===== src/rtl/alu_sequencer_pkg.sv =====
// Shared definitions for the nibble-serial ALU sequencer: state encodings,
// the op bit that selects logic operations, and the ALU slice width.
package alu_sequencer_pkg;

  localparam logic [1:0] ST_IDLE = 2'd0;
  localparam logic [1:0] ST_PASS = 2'd1;
  localparam logic [1:0] ST_DONE = 2'd2;

  localparam int OP_LOGIC_BIT = 2;
  localparam int NIBBLE_W     = 4;

  // Index width that stays legal when the sequencer is built for a single nibble.
  function automatic int idx_width(input int nibbles);
    return (nibbles > 1) ? $clog2(nibbles) : 1;
  endfunction

endpackage


===== src/rtl/alu_seq_nibble_mux.sv =====
// Picks nibble [index] out of both wide operands for the current ALU pass.
module alu_seq_nibble_mux
  import alu_sequencer_pkg::*;
#(
  parameter int NIBBLES = 2,
  parameter int IDX_W   = 1
) (
  input  logic [NIBBLES*NIBBLE_W-1:0] a,
  input  logic [NIBBLES*NIBBLE_W-1:0] b,
  input  logic [IDX_W-1:0]            index,
  output logic [NIBBLE_W-1:0]         a_nib,
  output logic [NIBBLE_W-1:0]         b_nib
);

  // Nibble select; an out-of-range index yields zero.
  always_comb begin
    a_nib = 4'h0;
    b_nib = 4'h0;
    for (int i = 0; i < NIBBLES; i++) begin
      if (index == IDX_W'(i)) begin
        a_nib = a[i*NIBBLE_W +: NIBBLE_W];
        b_nib = b[i*NIBBLE_W +: NIBBLE_W];
      end else begin
        a_nib = a_nib;
        b_nib = b_nib;
      end
    end
  end

endmodule


===== src/rtl/alu_sequencer.sv =====
// Runs a 4-bit ALU over NIBBLES*4-bit operands, one nibble per cycle, LSB first.
// Optional completed-op counter enabled by defining ALU_SEQUENCER_STATS_EN.
module alu_sequencer
  import alu_sequencer_pkg::*;
#(
  parameter int NIBBLES = 2,
  parameter int CNT_W   = 8
) (
  input  logic                        clk,
  input  logic                        reset,
  input  logic                        cmd_valid,
  output logic                        cmd_ready,
  input  logic [2:0]                  cmd_op,
  input  logic [NIBBLES*NIBBLE_W-1:0] cmd_a,
  input  logic [NIBBLES*NIBBLE_W-1:0] cmd_b,
  input  logic                        cmd_cin,
  input  logic                        cmd_wide,
  output logic [3:0]                  alu_a,
  output logic [3:0]                  alu_b,
  output logic                        alu_cin,
  output logic [2:0]                  alu_op,
  input  logic [3:0]                  alu_r,
  input  logic                        alu_zero,
  input  logic                        alu_carry,
  input  logic                        alu_sign,
  output logic                        res_valid,
  input  logic                        res_ready,
  output logic [NIBBLES*NIBBLE_W-1:0] res_data,
  output logic                        res_zero,
  output logic                        res_carry,
  output logic                        res_sign,
  output logic [CNT_W-1:0]            op_count
);

  localparam int W     = NIBBLES * NIBBLE_W;
  localparam int IDX_W = idx_width(NIBBLES);

  logic [1:0]       state_r;
  logic [IDX_W-1:0] idx_r;
  logic [W-1:0]     a_r;
  logic [W-1:0]     b_r;
  logic [2:0]       op_r;
  logic             wide_r;
  logic             cin_r;
  logic             carry_r;
  logic [W-1:0]     res_data_r;
  logic             res_zero_r;
  logic             res_carry_r;
  logic             res_sign_r;

  logic [3:0]       a_nib_s;
  logic [3:0]       b_nib_s;
  logic             last_s;
  logic [W-1:0]     next_data_s;
  logic             unused_zero_s;

  // The ALU recomputes zero per nibble only; the wide zero flag is derived here.
  assign unused_zero_s = alu_zero;

  alu_seq_nibble_mux #(
    .NIBBLES (NIBBLES),
    .IDX_W   (IDX_W)
  ) u_nibble_mux (
    .a     (a_r),
    .b     (b_r),
    .index (idx_r),
    .a_nib (a_nib_s),
    .b_nib (b_nib_s)
  );

  assign last_s    = wide_r ? (idx_r == IDX_W'(NIBBLES - 1)) : (idx_r == {IDX_W{1'b0}});
  assign cmd_ready = (state_r == ST_IDLE);
  assign res_valid = (state_r == ST_DONE);
  assign res_data  = res_data_r;
  assign res_zero  = res_zero_r;
  assign res_carry = res_carry_r;
  assign res_sign  = res_sign_r;

  // ALU drive comes only from latched state; logic ops never chain carries.
  always_comb begin
    if (state_r == ST_PASS) begin
      alu_a   = a_nib_s;
      alu_b   = b_nib_s;
      alu_op  = op_r;
      alu_cin = ((idx_r == {IDX_W{1'b0}}) || op_r[OP_LOGIC_BIT]) ? cin_r : carry_r;
    end else begin
      alu_a   = 4'h0;
      alu_b   = 4'h0;
      alu_op  = 3'b000;
      alu_cin = 1'b0;
    end
  end

  // Result image with the current pass's nibble merged in.
  always_comb begin
    next_data_s = res_data_r;
    for (int i = 0; i < NIBBLES; i++) begin
      if (idx_r == IDX_W'(i)) begin
        next_data_s[i*NIBBLE_W +: NIBBLE_W] = alu_r;
      end else begin
        next_data_s[i*NIBBLE_W +: NIBBLE_W] = res_data_r[i*NIBBLE_W +: NIBBLE_W];
      end
    end
  end

  // Sequencer state, operand latch and result assembly.
  always_ff @(posedge clk or negedge reset) begin
    if (!reset) begin
      state_r     <= ST_IDLE;
      idx_r       <= {IDX_W{1'b0}};
      a_r         <= {W{1'b0}};
      b_r         <= {W{1'b0}};
      op_r        <= 3'b000;
      wide_r      <= 1'b0;
      cin_r       <= 1'b0;
      carry_r     <= 1'b0;
      res_data_r  <= {W{1'b0}};
      res_zero_r  <= 1'b0;
      res_carry_r <= 1'b0;
      res_sign_r  <= 1'b0;
    end else begin
      case (state_r)
        ST_IDLE: begin
          if (cmd_valid) begin
            a_r        <= cmd_a;
            b_r        <= cmd_b;
            op_r       <= cmd_op;
            wide_r     <= cmd_wide;
            cin_r      <= cmd_cin;
            idx_r      <= {IDX_W{1'b0}};
            res_data_r <= {W{1'b0}};
            state_r    <= ST_PASS;
          end else begin
            state_r <= ST_IDLE;
          end
        end
        ST_PASS: begin
          res_data_r <= next_data_s;
          carry_r    <= alu_carry;
          if (last_s) begin
            res_zero_r  <= (next_data_s == {W{1'b0}});
            res_carry_r <= alu_carry & ~op_r[OP_LOGIC_BIT];
            res_sign_r  <= alu_sign;
            state_r     <= ST_DONE;
          end else begin
            idx_r <= idx_r + IDX_W'(1);
          end
        end
        ST_DONE: begin
          if (res_ready) begin
            state_r <= ST_IDLE;
          end else begin
            state_r <= ST_DONE;
          end
        end
        default: begin
          state_r <= ST_IDLE;
        end
      endcase
    end
  end

`ifdef ALU_SEQUENCER_STATS_EN
  logic [CNT_W-1:0] op_count_r;

  // Completed-op counter, wraps naturally at 2^CNT_W.
  always_ff @(posedge clk or negedge reset) begin
    if (!reset) begin
      op_count_r <= {CNT_W{1'b0}};
    end else if ((state_r == ST_DONE) && res_ready) begin
      op_count_r <= op_count_r + CNT_W'(1);
    end else begin
      op_count_r <= op_count_r;
    end
  end

  assign op_count = op_count_r;
`else
  assign op_count = {CNT_W{1'b0}};
`endif

endmodule


===== config.mk =====
export PLATFORM = sky130hd
export DESIGN_NAME = alu_sequencer
export DESIGN_NICKNAME = d
export VERILOG_FILES = /design/src/rtl/alu_sequencer_pkg.sv /design/src/rtl/alu_seq_nibble_mux.sv /design/src/rtl/alu_sequencer.sv
export SDC_FILE = /design/constraint.sdc
export NUM_CORES = 1
export LEC_CHECK = 0
export ABC_AREA = 1
export CAP_MARGIN = 40
export CORE_MARGIN = 5
export CORE_UTILIZATION = 48
export DETAILED_ROUTE_END_ITERATION = 16
export GPL_TIMING_DRIVEN = 0
export PLACE_DENSITY = 0.84
export RECOVER_POWER = 100
export SLEW_MARGIN = 20
export SYNTH_ARGS = -nofsm -noshare
export SYNTH_HDL_FRONTEND = slang
export SYNTH_HIERARCHICAL = 1
export SYNTH_SLANG_ARGS = --single-unit

===== constraint.sdc =====
create_clock -name clk -period 2.95 [get_ports clk]
set_input_delay 0.7375 -clock clk [delete_from_list [all_inputs] [get_ports clk]]
set_output_delay 0.7375 -clock clk [all_outputs]
set_load 0.01 [all_outputs]

# == After elaboration in Yosys (flattened, before gate mapping) ==
# Index checks and enable logic that the tools add are counted.
# totals
regBits,36
wordCells,48
output_inout_bits,33
inputBits,32
# classes
n_addsub,1
n_reduce_logical,8
n_mux,19
n_eq_ne,5
bitwise,3
# op_table
op,n
4-bit two-way mux,6
8-bit case mux with 2 select lines,1
8-bit zero test,1
8-bit two-way mux,1
1-bit two-way mux,6
2-bit != test (second input constant),3
2-bit case mux with 3 select lines,1
2-bit AND reduction,3
2-bit two-way mux,2
3-bit two-way mux,1
3-bit AND reduction,1
2-bit by 1-bit == test with 1-bit output (second input constant),1
2-bit == test (second input constant),1
2-bit zero test,1
1-bit inverter,2
1-bit case mux with 2 select lines,1
2-bit nonzero test,1
1-bit adder (second input constant),1
1-bit bitwise AND,1
1-bit logical OR,1

# == Depth between registers and ports, before layout ==
# Gate-level depths: netlist of run 1.
# depth
depth_word,4
ltp_mapped,7
depth_no_buf,7

# == Cells and area by module ==
# The synthesis of run 1 kept the hierarchy.
# modules_own_cells
mod,seq_area_each_um2,area_each_um2,n_inst,cells_per_inst
alu_sequencer,900.9,1747.9,1,181
alu_seq_nibble_mux,0.0,105.1,1,26

# == Least setup slack after synthesis of run 1 ==
# No wires, ideal clock.
# synth_timing
kind,reg-to-output
startpoint,reg state_r[0]
endpoint,out alu_cin
slack_ns,1.201
arrival_ns,1.011
required_time_ns,2.213
stages_incl_launch_ff,6
n_path_buf,1
cell_sequence,dfrtp_1 inv_1 nor2_4 inv_1 buf_6 a21oi_1
# synth_between
elab_chain_len,2
# synth_rtl
element,line,rtl
"start, declared",alu_sequencer.sv:38,logic [1:0] state_r;
"start signal, assigned",alu_sequencer.sv:109,state_r <= ST_IDLE;
"start signal, assigned",alu_sequencer.sv:132,state_r <= ST_PASS;
"start signal, assigned",alu_sequencer.sv:134,state_r <= ST_IDLE;
2-bit by 1-bit == test with 1-bit output,alu_sequencer.sv:81,if (state_r == ST_PASS) begin
1-bit two-way mux,alu_sequencer.sv:81,
"end, declared",alu_sequencer.sv:20,"output logic alu_cin,"
# No other way between the ends.

# == Worst setup path in the final report of run 1 ==
# layout_timing
startpoint,reg state_r[0]
endpoint,out alu_a[0]
# layout_between
elab_chain_len,2
# layout_rtl
element,line,rtl
2-bit by 1-bit == test with 1-bit output,alu_sequencer.sv:81,
4-bit two-way mux,alu_sequencer.sv:81,
"end, declared",alu_sequencer.sv:18,"output logic [3:0] alu_a,"
# No other way between the ends.

==> impl_metrics.toml, run 1 <==
[floorplanning]
die_h_um = 72.1
rows = 22
die_w_um = 72.1
core-area_um2 = 3690
start_util_pct = 50.2
io_pins = 65
die-area_um2 = 5200

[clocking]
clkLatencyLatePin_ps = 280
clkTransAtPathRegs_ps = 70
holdBufCountCts = 0
post_cts_resized = 0
root_buffer = "clkbuf_8"
cts_inserted_buffers = 5
cts.path.max_buffers = 2
cts_setup_buffers = 0
cts_max_level = 2
tritoncts = "yes"
cts_sinks = 36

[detailed_routing]
via_count = 1526
drc = 0
first_pass_iters = 4
drt-initial-drc-count = 127
routed_wl_mm = 4.00
ant_nets = 0
vias_per_cell = 4.68
wl_per_cell_um = 12.3

[critical_path]
r2r-start = "state_r[1]"
cp-end-kind = "output port"
crit_type = "flop to output port"
worstPathRequired_ps = 2210
cp_slowest_cell = "clkdlybuf4s50_1"
cp.arrival_ps = 1970
worst-path-max-fanout = 10
startpoint = "state_r[0]"
cpMostUsedCell = "inv_1"
crit_path_max_incr_delay_ps = 550
cp-start-kind = "flop"
cp_cell_sequence = "inv_1 -> nor2_4 -> inv_1 -> clkbuf_2 -> nor2_1 -> clkdlybuf4s50_1"

[synth]
synth-warning-count = 6
syn-cell-area_um2 = 1850
post_synth_num_cell_types = 18
ys_seq_area_share_pct = 48.6
syn_area_per_cell_um2 = 8.95
syn_inst = 207
ys_ff_latch = 36

[sta]
period_share_pct = 91.8
fmax_mhz = 369
maxSlewHeadroom_pct = 32.8
fin_crit_ps = 2710
fin_ws_ps = 241
slew_viol_final = 0
finalSetupTns_ps = 0
clock_skew_ps = 3.28
rsz0062_at_grt = "no"
worst_pin_slew_ps = 1010
setup_violations = 0
hold_viol_final = 0

[layout]
diodes = 0
multi_input_area_um2 = 691
drive_gt1_share_pct = 8.27
utilization_pct = 68.2
finalNonFillerCells = 326
regArea_um2 = 901
areaGrowthSynthToFinish_pct = 35.8
fin_nets = 309
fill_cells = 321

[job]
drv_cap = 0

[placement]
dp_cells = 318
dp_slack_ps = 570
gp_congestion = 0.787
portBuffers = 55
hpwl_mm = 3.10

[pwr]
p_leak_nw = 1.29
p_per_area_nw_per_um2 = 977
max-vdd-ir-drop_mv = 0.504

[global_route]
track_usage_pct = 16.4
grt_start_max_net_pins = 21
grt_pass1_vias = 1502
antenna_found_initial = 0
overflow = 0
grt_pass1_wl_mm = 6.64

[outcome]
status = "completed"

[min_path]
hold_class = "flop to flop"
hp-start = "res_sign"
layer usage:
layer | vias to the layer above | global-route usage, % | share of wire (%)
met4 | 0 | 5.22 | 2.0
met3 | 7 | 5.68 | 6.6
li1 | 769 | - | -
met1 | 703 | 20.1 | 40
met2 | 47 | 26.9 | 51
met5 | - | 0 | 0
cells by family (layout without fill, tap and decap cells):
logic type | Yosys count | in the layout | share of synthesized area, %
compound gates | 19 | 19 | 5.81
simple gates | 91 | 91 | 19.4
other cells | 1 | 8 | 0.202
mux | 17 | 17 | 13.8
buf+inv | 43 | 107 | 12.2
flops | 36 | 36 | 48.6
stage by stage:
step / area [um2] / hold slack [ps] / power, mW
after floorplan: 1880 / 442 / 1.72
after global placement: 2490 / 457 / 2.18
after detailed placement: 2510 / 478 / 2.23
after CTS: 2620 / 391 / 2.66
after global routing: 2520 / 504 / 2.67
final: 2520 / 482 / 2.46
synth_stat cells:
library cell  instances  area (um2)
nand2_1              64         240
dfrtp_1              36         901
inv_1                26        97.6
nor2_1               19        71.3
mux2_4               17         255
buf_4                 8        60.1
a21oi_1               6        30.0
o22ai_1               6        37.5
nand3_1               5        25.0
o21ai_0               5        25.0
buf_6                 4        45.0
buf_2                 3        15.0
inv_2                 2        7.51
o31ai_1               2        15.0
conb_1                1        3.75
nand2_2               1        6.26
nor2_2                1        6.26
nor2_4                1        11.3
registers in the layout, summed over array words and instances, names as in the netlist, 2 cells and up:
signal / flops
b_r: 8
op_r: 3
a_r: 8
res_data: 8
state_r: 2
layout by cell type (no fill, tap or decap), drive strengths merged:
cell type	Yosys	routed
nand2	65	65
clkbuf	0	12
conb	1	8
clkdlybuf4s50	0	37
o21ai	5	5
a21oi	6	6
inv	28	28
mux2	17	17
nor2	21	21
clkinv	0	1
nand3	5	5
dfrtp	36	36
dlygate4sd3	0	17
buf	15	11
o31ai	2	2
o22ai	6	6
bufinv	0	1
power breakdown:
part	switching, mW	internal [mW]	leakage, nW
sequential	0.132	0.722	0.437
clock	0.163	0.251	0.0552
combinational	0.637	0.554	0.796
total	0.932	1.53	1.29
critical path, delay by kind of cell, from the launching register on:
family	cells	cell delay, ps
DFF	1	390
buffers and inverters	4	990
and+or+nand+nor	2	300
worst paths after layout:
check	slack, ps	cells after the start	to
setup / recovery	240	6	alu_a[0]
max in group asynchronous	1030	2	res_data[0]
hold / removal	480	2	res_sign
setup reg to reg	1370	5	res_data[4]
min in group asynchronous	540	1	b_r[6]
hold reg to reg	480	2	res_sign
cell type report:
| cell class | instances | share of cell area, % |
|---|---|---|
| inverter | 28 | 4.18 |
| multi-input combinational | 135 | 27.4 |
| tap | 48 | 2.39 |
| buffer | 15 | 4.13 |
| clock buffer | 6 | 2.88 |
| clock inverter | 2 | 1.39 |
| timing repair buffer | 56 | 21.8 |
| sequential | 36 | 35.8 |
(Power assumes the default switching activity.)
==> run 2: changes to the inputs <==
- PLACE_DENSITY: 0.84 -> not set
- PLACE_DENSITY_LB_ADDON: not set -> 0.08
==> run 2 against run 1 <==
  * Worst setup slack got worse by 72 ps
  * Clock power increased by 1%
  * Worst hold slack got worse by 63 ps
  * Global-route usage decreased by 0.25 points
  * Highest routed layer unchanged
==> impl_metrics.toml, run 2 (synthesis results as in run 1) <==
[critical_path]
worstPathRequired_ps = 2210
cp-end-kind = "output port"
r2r-start = "state_r[1]"
r2r_cells = 4
cp.arrival_ps = 2040
r2r_end = "a_r[3]"
crit_type = "flop to output port"
cp-start-kind = "flop"
worst-path-max-fanout = 10
r2r_slack_ps = 1410

[detailed_routing]
first_pass_iters = 4
vias_per_cell = 4.62
drc = 0
via_count = 1507
drt-initial-drc-count = 66
wl_per_cell_um = 11.9
routed_wl_mm = 3.88
ant_nets = 0

[pwr]
finalPower_mw = 2.44
max-vdd-ir-drop_mv = 0.612
p_per_area_nw_per_um2 = 971
p_leak_nw = 1.29

[floorplanning]
die-area_um2 = 5200
start_util_pct = 50.2
die_h_um = 72.1
rows = 22
core-area_um2 = 3690
die_w_um = 72.1
io_pins = 65

[job]
drv_cap = 0

[sta]
hold_viol_final = 0
slew_viol_final = 0
rsz0062_at_grt = "no"
worst_pin_slew_ps = 1330
fin_crit_ps = 2780
period_share_pct = 94.3
maxSlewHeadroom_pct = 11.5
finalSetupTns_ps = 0
clock_skew_ps = 5.49
fmax_mhz = 360
setup_violations = 0

[layout]
utilization_pct = 68.2
diodes = 0
final_cell_mix = "nand2_1, dfrtp_1, clkdlybuf4s50_1"
areaGrowthSynthToFinish_pct = 35.8
layout_commonest_cell = "nand2_1"
fill_cells = 319
drive_gt1_share_pct = 8.27
fin_nets = 309

[clocking]
cts_sinks = 36
clkLatencyLatePin_ps = 280
cts_max_level = 2
cts.path.max_buffers = 2
clkTransAtPathRegs_ps = 70
cts_inserted_buffers = 5
tritoncts = "yes"
post_cts_resized = 0
holdBufCountCts = 0
root_buffer = "clkbuf_8"
cts_setup_buffers = 0

[placement]
portBuffers = 55
hpwl_mm = 2.92
gp_congestion = 0.812

[global_route]
overflow = 0
grt_start_max_net_pins = 27
track_usage_pct = 16.1
grt_pass1_wl_mm = 6.52
grt_pass1_vias = 1451
antenna_found_initial = 0

[outcome]
status = "completed"

[min_path]
hold_class = "input port to async pin"
[run 2: worst max-delay path by stage]
stage                     from         to  slack (ps)
floorplan           state_r[0]    alu_cin        1200
detailed placement  state_r[0]  alu_op[0]         560
global placement         reset     b_r[3]         320
finish              state_r[0]   alu_b[2]         170
CTS                 state_r[0]  alu_op[2]         230
global route        state_r[0]   alu_b[2]          70
[run 2: final cells by class]
| cell class | instances | area, um2 | area share (%) |
|---|---|---|---|
| plain buffers | 15 | 104 | 4.13 |
| flip-flops and latches | 36 | 901 | 35.8 |
| multi-input cells | 135 | 691 | 27.4 |
| inverters | 28 | 105 | 4.18 |
| clock buffers | 6 | 72.6 | 2.88 |
| clock inverters | 2 | 35.0 | 1.39 |
| repair buffers | 56 | 548 | 21.8 |
| well taps | 48 | 60.1 | 2.39 |
[run 2: critical path, stage by stage, from the launching register on]
cell,delay [ps]
dfrtp_1,410
inv_1,100
nor2_4,150
inv_1,130
clkbuf_2,240
nor2_1,120
dlygate4sd3_1,620
[run 2: routing by layer]
layer  GRT usage (%)  share of wire [%]  up-vias
li1                -                  -      768
met1            21.3                 45      686
met2            26.0                 47       47
met3            4.02                6.6        6
met4            5.01                1.2        0
met5               0                  0        -
[run 2: metrics by stage]
stage | area (um2) | hold WS, ps | std cells | setup slack, ps
detailed placement | 2500 | 461 | 318 | 564
floorplan | 1880 | 442 | 214 | 1200
CTS | 2610 | 324 | 326 | 235
global route | 2520 | 466 | 326 | 68.2
finish | 2520 | 419 | 326 | 169
global placement | 2490 | 456 | 317 | 319
[run 2: power breakdown]
part           leakage, nW  internal [mW]  total, mW  switching (mW)
Sequential           0.437          0.722      0.845           0.123
Clock               0.0552          0.251      0.419           0.168
Combinational        0.799          0.552       1.18           0.627
==> run 3: changes to the inputs <==
- CORE_ASPECT_RATIO: not set -> 1.75
- CORE_MARGIN: 5 -> not set
- SKIP_CTS_REPAIR_TIMING: not set -> 1
==> run 3 against run 2 <==
  * First-iteration DRC count is 67% lower
  * Sequential share of layout area hardly changed
  * Worst setup slack better by 29 ps
  * Die area is 21% lower
  * Global-route usage is 5.2 points higher
  * Critical path type unchanged
  * Critical endpoint is now alu_op[2]
  * Largest cell class unchanged
==> impl_metrics.toml, run 3 (synthesis results as in run 1) <==
[layout]
postLayoutCellArea_um2 = 2520
finalNonFillerCells = 324
fill_cells = 331
drive_gt1_share_pct = 8.63
diodes = 0
areaGrowthSynthToFinish_pct = 35.9
layout_commonest_cell = "nand2_1"
utilization_pct = 68.7
fin_nets = 309
final_cell_mix = "nand2_1, clkdlybuf4s50_1, dfrtp_1"

[clocking]
clkLatencyLatePin_ps = 280
tritoncts = "yes"
clkTransAtPathRegs_ps = 70
cts.path.max_buffers = 2
cts_inserted_buffers = 5
cts_sinks = 36
cts_max_level = 2
root_buffer = "clkbuf_8"

[global_route]
grt_start_max_net_pins = 28
overflow = 0
antenna_found_initial = 0
track_usage_pct = 21.3
grt_pass1_wl_mm = 6.55
grt_pass1_vias = 1548

[critical_path]
r2r_cells = 5
cp-start-kind = "flop"
crit_type = "flop to output port"
worst-path-max-fanout = 10
r2r_slack_ps = 1330
r2r-start = "state_r[1]"
cp.arrival_ps = 2010
r2r_end = "res_data[3]"
worstPathRequired_ps = 2210
cp-end-kind = "output port"

[detailed_routing]
via_count = 1541
wl_per_cell_um = 12.4
drc = 0
first_pass_iters = 5
vias_per_cell = 4.76
ant_nets = 0
routed_wl_mm = 4.03
drt-initial-drc-count = 22

[sta]
fin_ws_ps = 198
finalSetupTns_ps = 0
whs_ps = 396
rsz0062_at_grt = "no"
fmax_mhz = 363
period_share_pct = 93.3
setup_violations = 0
slew_viol_final = 0
maxSlewHeadroom_pct = 5.07
fin_crit_ps = 2750
clock_skew_ps = 3.51
hold_viol_final = 0
worst_pin_slew_ps = 1420

[job]
drv_cap = 0

[floorplanning]
die_h_um = 84.2
start_util_pct = 50.6
io_pins = 65
rows = 29
die-area_um2 = 4120
core-area_um2 = 3660
die_w_um = 49.0

[pwr]
max-vdd-ir-drop_mv = 0.661
p_leak_nw = 1.29
finalPower_mw = 2.48
p_per_area_nw_per_um2 = 983

[min_path]
hold_class = "input port to async pin"

[placement]
gp_congestion = 0.802
postPlaceCellArea_um2 = 2500
dp_slack_ps = 546
hpwl_mm = 3.10
dp_cells = 316
portBuffers = 55

[outcome]
status = "completed"
run 3: changes by cell type in the layout (fill, tap and decap cells not counted), sizes merged:
cell and delta:
clkinvlp +1, clkdlybuf4s50 +1, dlygate4sd3 -1, clkbuf -1
run 3: worst max path at each step:
stage | from | to | slack, ps | cells after the start
2_1_floorplan | state_r[0] | alu_cin | 1200 | 5
6_report | state_r[0] | alu_op[2] | 200 | 6
3_3_place_gp | reset | res_data[1] | 330 | 1
5_1_grt | state_r[0] | alu_op[2] | 60 | 6
3_5_place_dp | state_r[0] | alu_op[0] | 550 | 6
4_1_cts | state_r[0] | alu_op[2] | 230 | 6
run 3: layer usage:
| metal | part of all wire (%) | vias up | global-route usage, % | wire length [um] |
|---|---|---|---|---|
| met4 | 1.7 | 0 | 10.4 | 70 |
| met2 | 55 | 53 | 39.6 | 2240 |
| li1 | - | 766 | - | - |
| met5 | 0 | - | 0 | 0 |
| met3 | 4.4 | 8 | 5.07 | 178 |
| met1 | 38 | 714 | 21.4 | 1550 |
run 3: area by class of cell:
type                       count  area, um2  share of cell area [%]
sequential                    36        901                    35.8
multi-input combinational    135        691                    27.4
timing repair buffer          56        548                    21.8
inverter                      28        105                    4.17
buffer                        15        104                    4.13
clock buffer                   5       68.8                    2.73
tap                           46       57.6                    2.29
clock inverter                 3       42.5                    1.69
run 3: critical path, stage by stage, from the launching register on:
cell             delay, ps
dfrtp_1                400
inv_1                   80
nor2_4                 160
inv_1                  140
clkbuf_2               240
nor2_1                 160
clkdlybuf4s50_1        550
run 3: power by group:
| part | leakage (nW) | internal, mW | switching [mW] | total (mW) |
|---|---|---|---|---|
| clock | 0.0541 | 0.250 | 0.178 | 0.428 |
| combinational | 0.796 | 0.554 | 0.641 | 1.20 |
| sequential | 0.437 | 0.722 | 0.130 | 0.852 |
